`src/rtl/fetch_sequencer.sv`:
```
`default_nettype none
// ----------------------------------------------------------------------------
// fetch_sequencer : MiniRISC multi-cycle fetch / PC sequencer (FETCH-WAIT-EXEC)
// Optional single-step PAUSE state enabled by defining FETCH_STEP_EN.
// Revision: 1.0
// ----------------------------------------------------------------------------
module fetch_sequencer #(
  parameter int              PC_W     = 5,
  parameter int              INSTR_W  = 8,
  parameter logic [PC_W-1:0] RESET_PC = '0
) (
  input  logic               i_Clk,
  input  logic               i_Rst,
  input  logic               i_Run,
`ifdef FETCH_STEP_EN
  input  logic               i_Step,
`endif
  output logic [PC_W-1:0]    o_IMem_Addr,
  output logic               o_IMem_Rd,
  input  logic [INSTR_W-1:0] i_IMem_Data,
  output logic [2:0]         o_Op,
  output logic [1:0]         o_Rdst,
  output logic [2:0]         o_Rsrc_Imm,
  output logic               o_Exec,
  input  logic               i_PCSelect,
  input  logic [PC_W-1:0]    i_PCAddr,
  input  logic               i_Halt,
  output logic [PC_W-1:0]    o_PC,
  output logic               o_Halted
);

`ifdef FETCH_STEP_EN
  typedef enum logic [2:0] {
    S_IDLE   = 3'd0,
    S_FETCH  = 3'd1,
    S_WAIT   = 3'd2,
    S_EXEC   = 3'd3,
    S_HALTED = 3'd4,
    S_PAUSE  = 3'd5
  } state_t;
`else
  typedef enum logic [2:0] {
    S_IDLE   = 3'd0,
    S_FETCH  = 3'd1,
    S_WAIT   = 3'd2,
    S_EXEC   = 3'd3,
    S_HALTED = 3'd4
  } state_t;
`endif

  state_t             state, state_next;
  logic [PC_W-1:0]    pc, pc_next, pc_inc;
  logic [INSTR_W-1:0] ir;
  logic               ir_load;

  assign pc_inc = pc + {{(PC_W-1){1'b0}}, 1'b1};

  always_ff @(posedge i_Clk) begin
    if (i_Rst) begin
      state <= S_IDLE;
      pc    <= RESET_PC;
      ir    <= '0;
    end else begin
      state <= state_next;
      pc    <= pc_next;
      if (ir_load) begin
        ir <= i_IMem_Data;
      end
    end
  end

  always_comb begin
    state_next = state;
    pc_next    = pc;
    ir_load    = 1'b0;
    case (state)
      S_IDLE: begin
        if (i_Run) state_next = S_FETCH;
      end
      S_FETCH: state_next = S_WAIT;
      S_WAIT: begin
        ir_load    = 1'b1;
        state_next = S_EXEC;
      end
      S_EXEC: begin
        // Halt wins over a jump and leaves PC on the HALT instruction.
        if (i_Halt) begin
          state_next = S_HALTED;
        end else begin
          pc_next = i_PCSelect ? i_PCAddr : pc_inc;
`ifdef FETCH_STEP_EN
          state_next = S_PAUSE;
`else
          state_next = S_FETCH;
`endif
        end
      end
      S_HALTED: begin
        if (i_Run) begin
          pc_next    = pc_inc;
          state_next = S_FETCH;
        end
      end
`ifdef FETCH_STEP_EN
      S_PAUSE: begin
        if (i_Step) state_next = S_FETCH;
      end
`endif
      default: state_next = S_IDLE;
    endcase
  end

  assign o_IMem_Addr = pc;
  assign o_PC        = pc;
  assign o_IMem_Rd   = (state == S_FETCH);
  assign o_Exec      = (state == S_EXEC);
  assign o_Halted    = (state == S_HALTED);
  assign o_Op        = ir[7:5];
  assign o_Rdst      = ir[4:3];
  assign o_Rsrc_Imm  = ir[2:0];

endmodule
`default_nettype wire

```
`config.mk`:
```
export PLATFORM = sky130hd
export DESIGN_NAME = fetch_sequencer
export DESIGN_NICKNAME = d
export VERILOG_FILES = /design/src/rtl/fetch_sequencer.sv
export SDC_FILE = /design/constraint.sdc
export NUM_CORES = 1
export LEC_CHECK = 0
export CAP_MARGIN = 20
export CORE_MARGIN = 8
export CORE_UTILIZATION = 42
export DETAILED_ROUTE_END_ITERATION = 10
export PLACE_DENSITY = 0.9
export SETUP_SLACK_MARGIN = 0.1
export SKIP_CTS_REPAIR_TIMING = 1
export SYNTH_ARGS = -nofsm -noshare
export SYNTH_HDL_FRONTEND = slang
export SYNTH_SLANG_ARGS = --single-unit
export TNS_END_PERCENT = 20
```
`constraint.sdc`:
```
create_clock -name i_Clk -period 2.1 [get_ports i_Clk]
set_clock_uncertainty 0.05 [all_clocks]
set_input_delay 0.42 -clock i_Clk [delete_from_list [all_inputs] [get_ports i_Clk]]
set_output_delay 0.42 -clock i_Clk [all_outputs]
set_load 0.05 [all_outputs]
```
==> results of run 1 <==
-- logic make-up after synthesis --
kind of cell               share of synthesized area
AOI/OAI and AO/OA                              0.108
xor gates and xnor gates                      0.0110
and+or+nand+nor                                0.214
adders and majority gates                     0.0156
muxes                                          0.150
DFF                                            0.401
buffers and inverters                          0.100
-- cell type report --
class	count	share of cell area
Tap cell	25	0.0257
Clock buffer	4	0.0298
Multi-Input combinational cell	57	0.334
Sequential cell	16	0.263
Inverter	5	0.0154
Timing Repair Buffer	40	0.331
-- cell usage after synthesis (3+ instances only) --
cell type,count
sky130_fd_sc_hd__mux2i_1,12
sky130_fd_sc_hd__nand2_1,3
sky130_fd_sc_hd__buf_4,5
sky130_fd_sc_hd__nand3_1,3
sky130_fd_sc_hd__inv_1,5
sky130_fd_sc_hd__a21oi_1,3
sky130_fd_sc_hd__dfxtp_1,16
sky130_fd_sc_hd__nor3b_1,3
sky130_fd_sc_hd__nor2_1,14
-- flip-flops by register name, indices dropped and copies added (netlist names) --
signal and cells:
ir 8, o_IMem_Addr 5, state 3
-- final timing paths --
path	endpoint	from	depth (start not counted)	slack [ns]
setup / recovery	o_IMem_Addr[0]	o_IMem_Addr[0]$_SDFFE_PP0P_	1	0.07
hold / removal	ir[3]$_SDFFE_PP0N_	ir[3]$_SDFFE_PP0N_	2	0.45
setup reg to reg	o_IMem_Addr[4]$_SDFFE_PP0P_	state[2]$_SDFFE_PP0P_	4	0.60
hold reg to reg	ir[3]$_SDFFE_PP0N_	ir[3]$_SDFFE_PP0N_	2	0.45
-- routing by layer --
layer	track usage	vias to the layer above	routed length, um
li1	-	366	-
met1	0.124	320	805
met2	0.193	39	844
met3	0.0738	3	335
met4	0.0408	0	23
met5	0	-	0
-- per-stage QoR --
step | std cells | setup slack, ns | hold slack (ns) | cell area [um^2] | util
6_report | 147 | 0.0676 | 0.454 | 1220 | 0.689
5_1_grt | 147 | 0.0224 | 0.482 | 1220 | 0.689
4_1_cts | 147 | 0.0393 | 0.461 | 1210 | 0.687
3_5_place_dp | 143 | 0.229 | 0.433 | 1170 | 0.666
3_3_place_gp | 143 | 0.276 | 0.420 | 1170 | 0.666
2_1_floorplan | 87 | 0.418 | 0.456 | 805 | -
-- power breakdown --
group          total, mW  leakage [nW]  internal, mW  switching, mW
Clock              0.204        0.0210         0.106         0.0985
Combinational      0.262         0.331         0.115          0.147
Sequential         0.351         0.130         0.327         0.0238
==> results.md, run 1 <==
* Status: complete, no violations
* Count of inserted antenna diode cells at 0
* Vias per Instance at 4.95
* Cell at the root of the clock tree: sky130_fd_sc_hd__clkbuf_4
* Count of routing violations after the opening detailed-route iteration at 20
* Largest driver fanout on the critical path at 6
* Number of endpoints failing setup at the final stage at 0
* Clock Pin Slew Worst Setup and Hold Paths at 0.09 ns
* Remaining number of nets flagged by the antenna check after routing at 0
* Total design power at 0.818 mW
* Global-route usage over all layers at 0.120
* Number of clock sinks at 16
* Total power per unit cell area at 672 nW/um^2
* Max stage delay on crit path at 0.84 ns
* Overall routed net length at 2010 um
* Total of warnings raised by yosys at 0
* Final hold violation count at 0
* DIE HEIGHT at 59.6 um
* Residual DRC count at 0
* Width of the die at 59.6 um
* Area occupied by multi-input gates at 407 um^2
* Initial Util at 0.453
* Routed WL per cell at 13.7 um
* Clock tree from TritonCTS: built
* Wire length of the first global-routing pass at 3290 um
* Total nets after synthesis at 106
* Post-DP HPWL at 1590 um
* Data arrival time of the critical path at 1.56 ns
* GRT overflow at 0
* Register cell area after layout at 320 um^2
* CTS buffer count at 3
* Synth Instances at 87
* Largest net degree at the start of global routing at 11
* Share of the synthesized area in the top cell type at 0.401
* Number of register bits inferred by synthesis at 16
* Largest cells by area after synthesis: sky130_fd_sc_hd__dfxtp_1 40%, sky130_fd_sc_hd__mux2i_1 15%, sky130_fd_sc_hd__nor2_1 6.6%, sky130_fd_sc_hd__buf_4 4.7%, sky130_fd_sc_hd__nor3b_1 2.8%
* Area leader, netlist: sky130_fd_sc_hd__dfxtp_1
* Share of synthesized area occupied by flip-flops and latches at 0.401
* Leading cell type in the layout, fill and taps excluded: sky130_fd_sc_hd__clkdlybuf4s50_1
* Nature of the critical path endpoint: output pin
* Routability Congestion at 0.839
* Hold Crit Class: reg -> reg
* Kind of cell with the highest combined delay on the critical path: buffers and inverters
* Async set or reset register ratio after synthesis at 0
* Final worst path period need at 2.03 ns
* Critical path launch point type: flop
* Number of nets in the finished design at 142
* Max-cap check violation count at 0
* EDFF count, synth at 0
* Worst skew pair latency at 0.29 ns
* Setup repair after global routing missed its margin: yes
* Cell Area, Synth at 800 um^2
* Chain of cells forming the critical path: clkdlybuf4s50_1
* Leakage power summed over all cells at 0.482 nW
* Ratio of final minimum period to clock period at 0.968
* Number of port buffers at 38
* Row cnt at 15
* Core area at 1760 um^2
* Type of the setup path with the least slack: reg -> out
* Total die area at 3560 um^2
* Worst IR Drop VDD at 0.000620 V
* Layout filler cell count at 155
* Slowest library cell on the worst path: sky130_fd_sc_hd__clkdlybuf4s50_1
* Detailed-route via count at 728
* Number of different library cells in the post-synthesis netlist at 28
* Number of antenna violations at the first check in global routing at 0
* Worst-Margin Slew at 0.518 ns
* Number of slew-limit violations in the final report at 0
* Commonest cells after routing, fill and taps aside: 34 x sky130_fd_sc_hd__clkdlybuf4s50_1, 16 x sky130_fd_sc_hd__dfxtp_1, 14 x sky130_fd_sc_hd__nor2_1
* Number of global-route vias before repair at 737
* Main flop type after synthesis: sky130_fd_sc_hd__dfxtp_1
* IO Pins at 39
* Post-Syn Area per Cell at 9.19 um^2
* Setup TNS Final at 0 ns
* Maximum number of buffers from clock root to sink at 2
* Share of cells above drive strength 1 at 0.115
* CTS H-tree depth at 1
* Slew margin rel. at 0.654
* Number of buffer and inverter instances along the worst setup path at 1
* TritonRoute pass-1 iters at 4
* Critical path required time at 1.63 ns
* Layout overhead on the synthesized area at 52.1%
* Max Freq at 492 MHz
Note: power is estimated with default switching activity, not from simulation.
==> run 2: changes to the inputs <==
Settings changed: CORE_UTILIZATION 42 to 40, PLACE_DENSITY 0.9 to 0.86.
==> run 2 against run 1 <==
Combinational power barely moved. Setup slack better by 0.10 ns. Global-route usage down 0.35 points. Count of clock-buffer cells in the layout is the same. Critical path type unchanged. Clock power increased by 2%. Total power rose by 0.51%. Final area grew 2.4%. Largest power group unchanged. First-iteration DRC count fell by 65%.
==> results.md, run 2 (synthesis gave the netlist of run 1 again) <==
* Status: complete, no violations
* Clock Pin Slew Worst Setup and Hold Paths at 0.10 ns (about the same)
* Number of port buffers at 38 (unchanged)
* Routability Congestion at 0.841 (+0.20%)
* Maximum number of buffers from clock root to sink at 2 (unchanged)
* Count of routing violations after the opening detailed-route iteration at 7 (-65%)
* Total die area at 3690 um^2 (+3.6%)
* Ratio of final minimum period to clock period at 0.919 (-0.0490)
* Final worst path period need at 1.93 ns (-0.103 ns)
* Cell at the root of the clock tree: sky130_fd_sc_hd__clkbuf_4
* Worst IR Drop VDD at 0.000522 V (-16%)
* Slew margin rel. at 0.647 (-0.00664)
* Max stage delay on crit path at 0.82 ns (-0.02 ns)
* Pre-CTS WS at 0.211 ns (-0.0177 ns)
* Worst-Margin Slew at 0.529 ns (+0.0107 ns)
* Hold Crit Class: reg -> reg
* Number of slew-limit violations in the final report at 0 (unchanged)
* Number of endpoints failing setup at the final stage at 0 (unchanged)
* Layout overhead on the synthesized area at 55.7%
* Core area at 1920 um^2 (+8.9%)
* Width of the die at 60.7 um (+1.8%)
* Share of cells above drive strength 1 at 0.123 (+0.00820)
* Max Freq at 518 MHz (+5.3%)
* Slowest library cell on the worst path: sky130_fd_sc_hd__clkdlybuf4s50_1
* Initial Util at 0.416 (-0.0372)
* Chain of cells forming the critical path: clkdlybuf4s50_1
* Number of global-route vias before repair at 724 (-1.8%)
* Row cnt at 16 (+1)
* Number of nets in the finished design at 142 (unchanged)
* Number of buffer and inverter instances along the worst setup path at 1 (unchanged)
* Max reg flops at 8 (unchanged)
* Count of inserted antenna diode cells at 0 (unchanged)
* Remaining number of nets flagged by the antenna check after routing at 0 (unchanged)
* Vias per Instance at 4.88 (-1.5%)
* GRT overflow at 0 (unchanged)
* Commonest cells after routing, fill and taps aside: 24 x sky130_fd_sc_hd__clkdlybuf4s50_1, 15 x sky130_fd_sc_hd__dfxtp_1, 14 x sky130_fd_sc_hd__nor2_1
* IO Pins at 39 (unchanged)
* Leading cell type in the layout, fill and taps excluded: sky130_fd_sc_hd__clkdlybuf4s50_1
* CTS buffer count at 3 (unchanged)
* Register containing the most flip-flops in the final layout: ir
* Detailed-route via count at 727 (-0.14%)
* Residual DRC count at 0 (unchanged)
* Critical path required time at 1.63 ns (about the same)
* Nature of the critical path endpoint: output pin
* Overall routed net length at 2070 um (+2.9%)
* Post-DP HPWL at 1610 um (+1.5%)
* Leakage power summed over all cells at 0.667 nW (+39%)
* Number of clock sinks at 16 (unchanged)
* Largest net degree at the start of global routing at 12 (+1)
* CTS H-tree depth at 1 (unchanged)
* Final worst setup slack at 0.171 ns (+0.103 ns)
* Clock tree from TritonCTS: built
* Setup repair after global routing missed its margin: no
* Kind of cell with the highest combined delay on the critical path: buffers and inverters
* Global-route usage over all layers at 0.116 (-0.00353)
* Worst skew pair latency at 0.29 ns (about the same)
* Max-cap check violation count at 0 (unchanged)
* Largest driver fanout on the critical path at 2 (-4)
* Type of the setup path with the least slack: reg -> out
* Share of the core filled with cells at 0.648 (-0.0416)
* Final hold violation count at 0 (unchanged)
* Number of antenna violations at the first check in global routing at 0 (unchanged)
* Setup TNS Final at 0 ns (unchanged)
* Total power per unit cell area at 660 nW/um^2 (-1.8%)
* TritonRoute pass-1 iters at 4 (unchanged)
* Wire length of the first global-routing pass at 3280 um (-0.43%)
* DIE HEIGHT at 60.7 um (+1.8%)
* Data arrival time of the critical path at 1.46 ns (-0.10 ns)
* Critical path launch point type: flop
* Routed WL per cell at 13.9 um (+1.6%)
==> run 2: power by group <==
| part | total, mW | internal (mW) | switching, mW |
|---|---|---|---|
| logic | 0.262 | 0.115 | 0.148 |
| registers | 0.351 | 0.327 | 0.0236 |
| clock network | 0.209 | 0.106 | 0.103 |
==> run 2: path summary, 6_finish.rpt <==
path                          from                           to  slack (ns)  cells past startpoint
max             ir[4]$_SDFFE_PP0N_                    o_Rdst[1]        0.17                      1
min          state[2]$_SDFFE_PP0P_        state[1]$_SDFFE_PP0P_        0.45                      1
max reg2reg  state[1]$_SDFFE_PP0P_  o_IMem_Addr[4]$_SDFFE_PP0P_        0.63                      4
min reg2reg  state[2]$_SDFFE_PP0P_        state[1]$_SDFFE_PP0P_        0.45                      1
==> run 2: final cells by class <==
type	instances	area, um^2
fill	175	677
timing repair buffer	40	428
multi-input combinational	57	407
sequential	16	322
clock buffer	4	36.3
tap	27	33.8
inverter	5	18.8
==> run 2: stage by stage <==
stage / cell area (um^2) / hold slack, ns / power [mW] / instances
detailed placement: 1180 / 0.436 / 0.621 / 145
finish: 1240 / 0.455 / 0.822 / 149
global route: 1240 / 0.473 / 0.866 / 149
global placement: 1180 / 0.422 / 0.615 / 145
CTS: 1210 / 0.465 / 0.828 / 149
floorplan: 805 / 0.456 / 0.525 / 87
==> run 2: layer usage <==
layer | track usage | vias up | part of all wire
met5 | 0 | - | 0
met4 | 0.0465 | 0 | 0.011
met3 | 0.0657 | 3 | 0.098
met2 | 0.172 | 33 | 0.44
met1 | 0.134 | 327 | 0.45
li1 | - | 364 | -
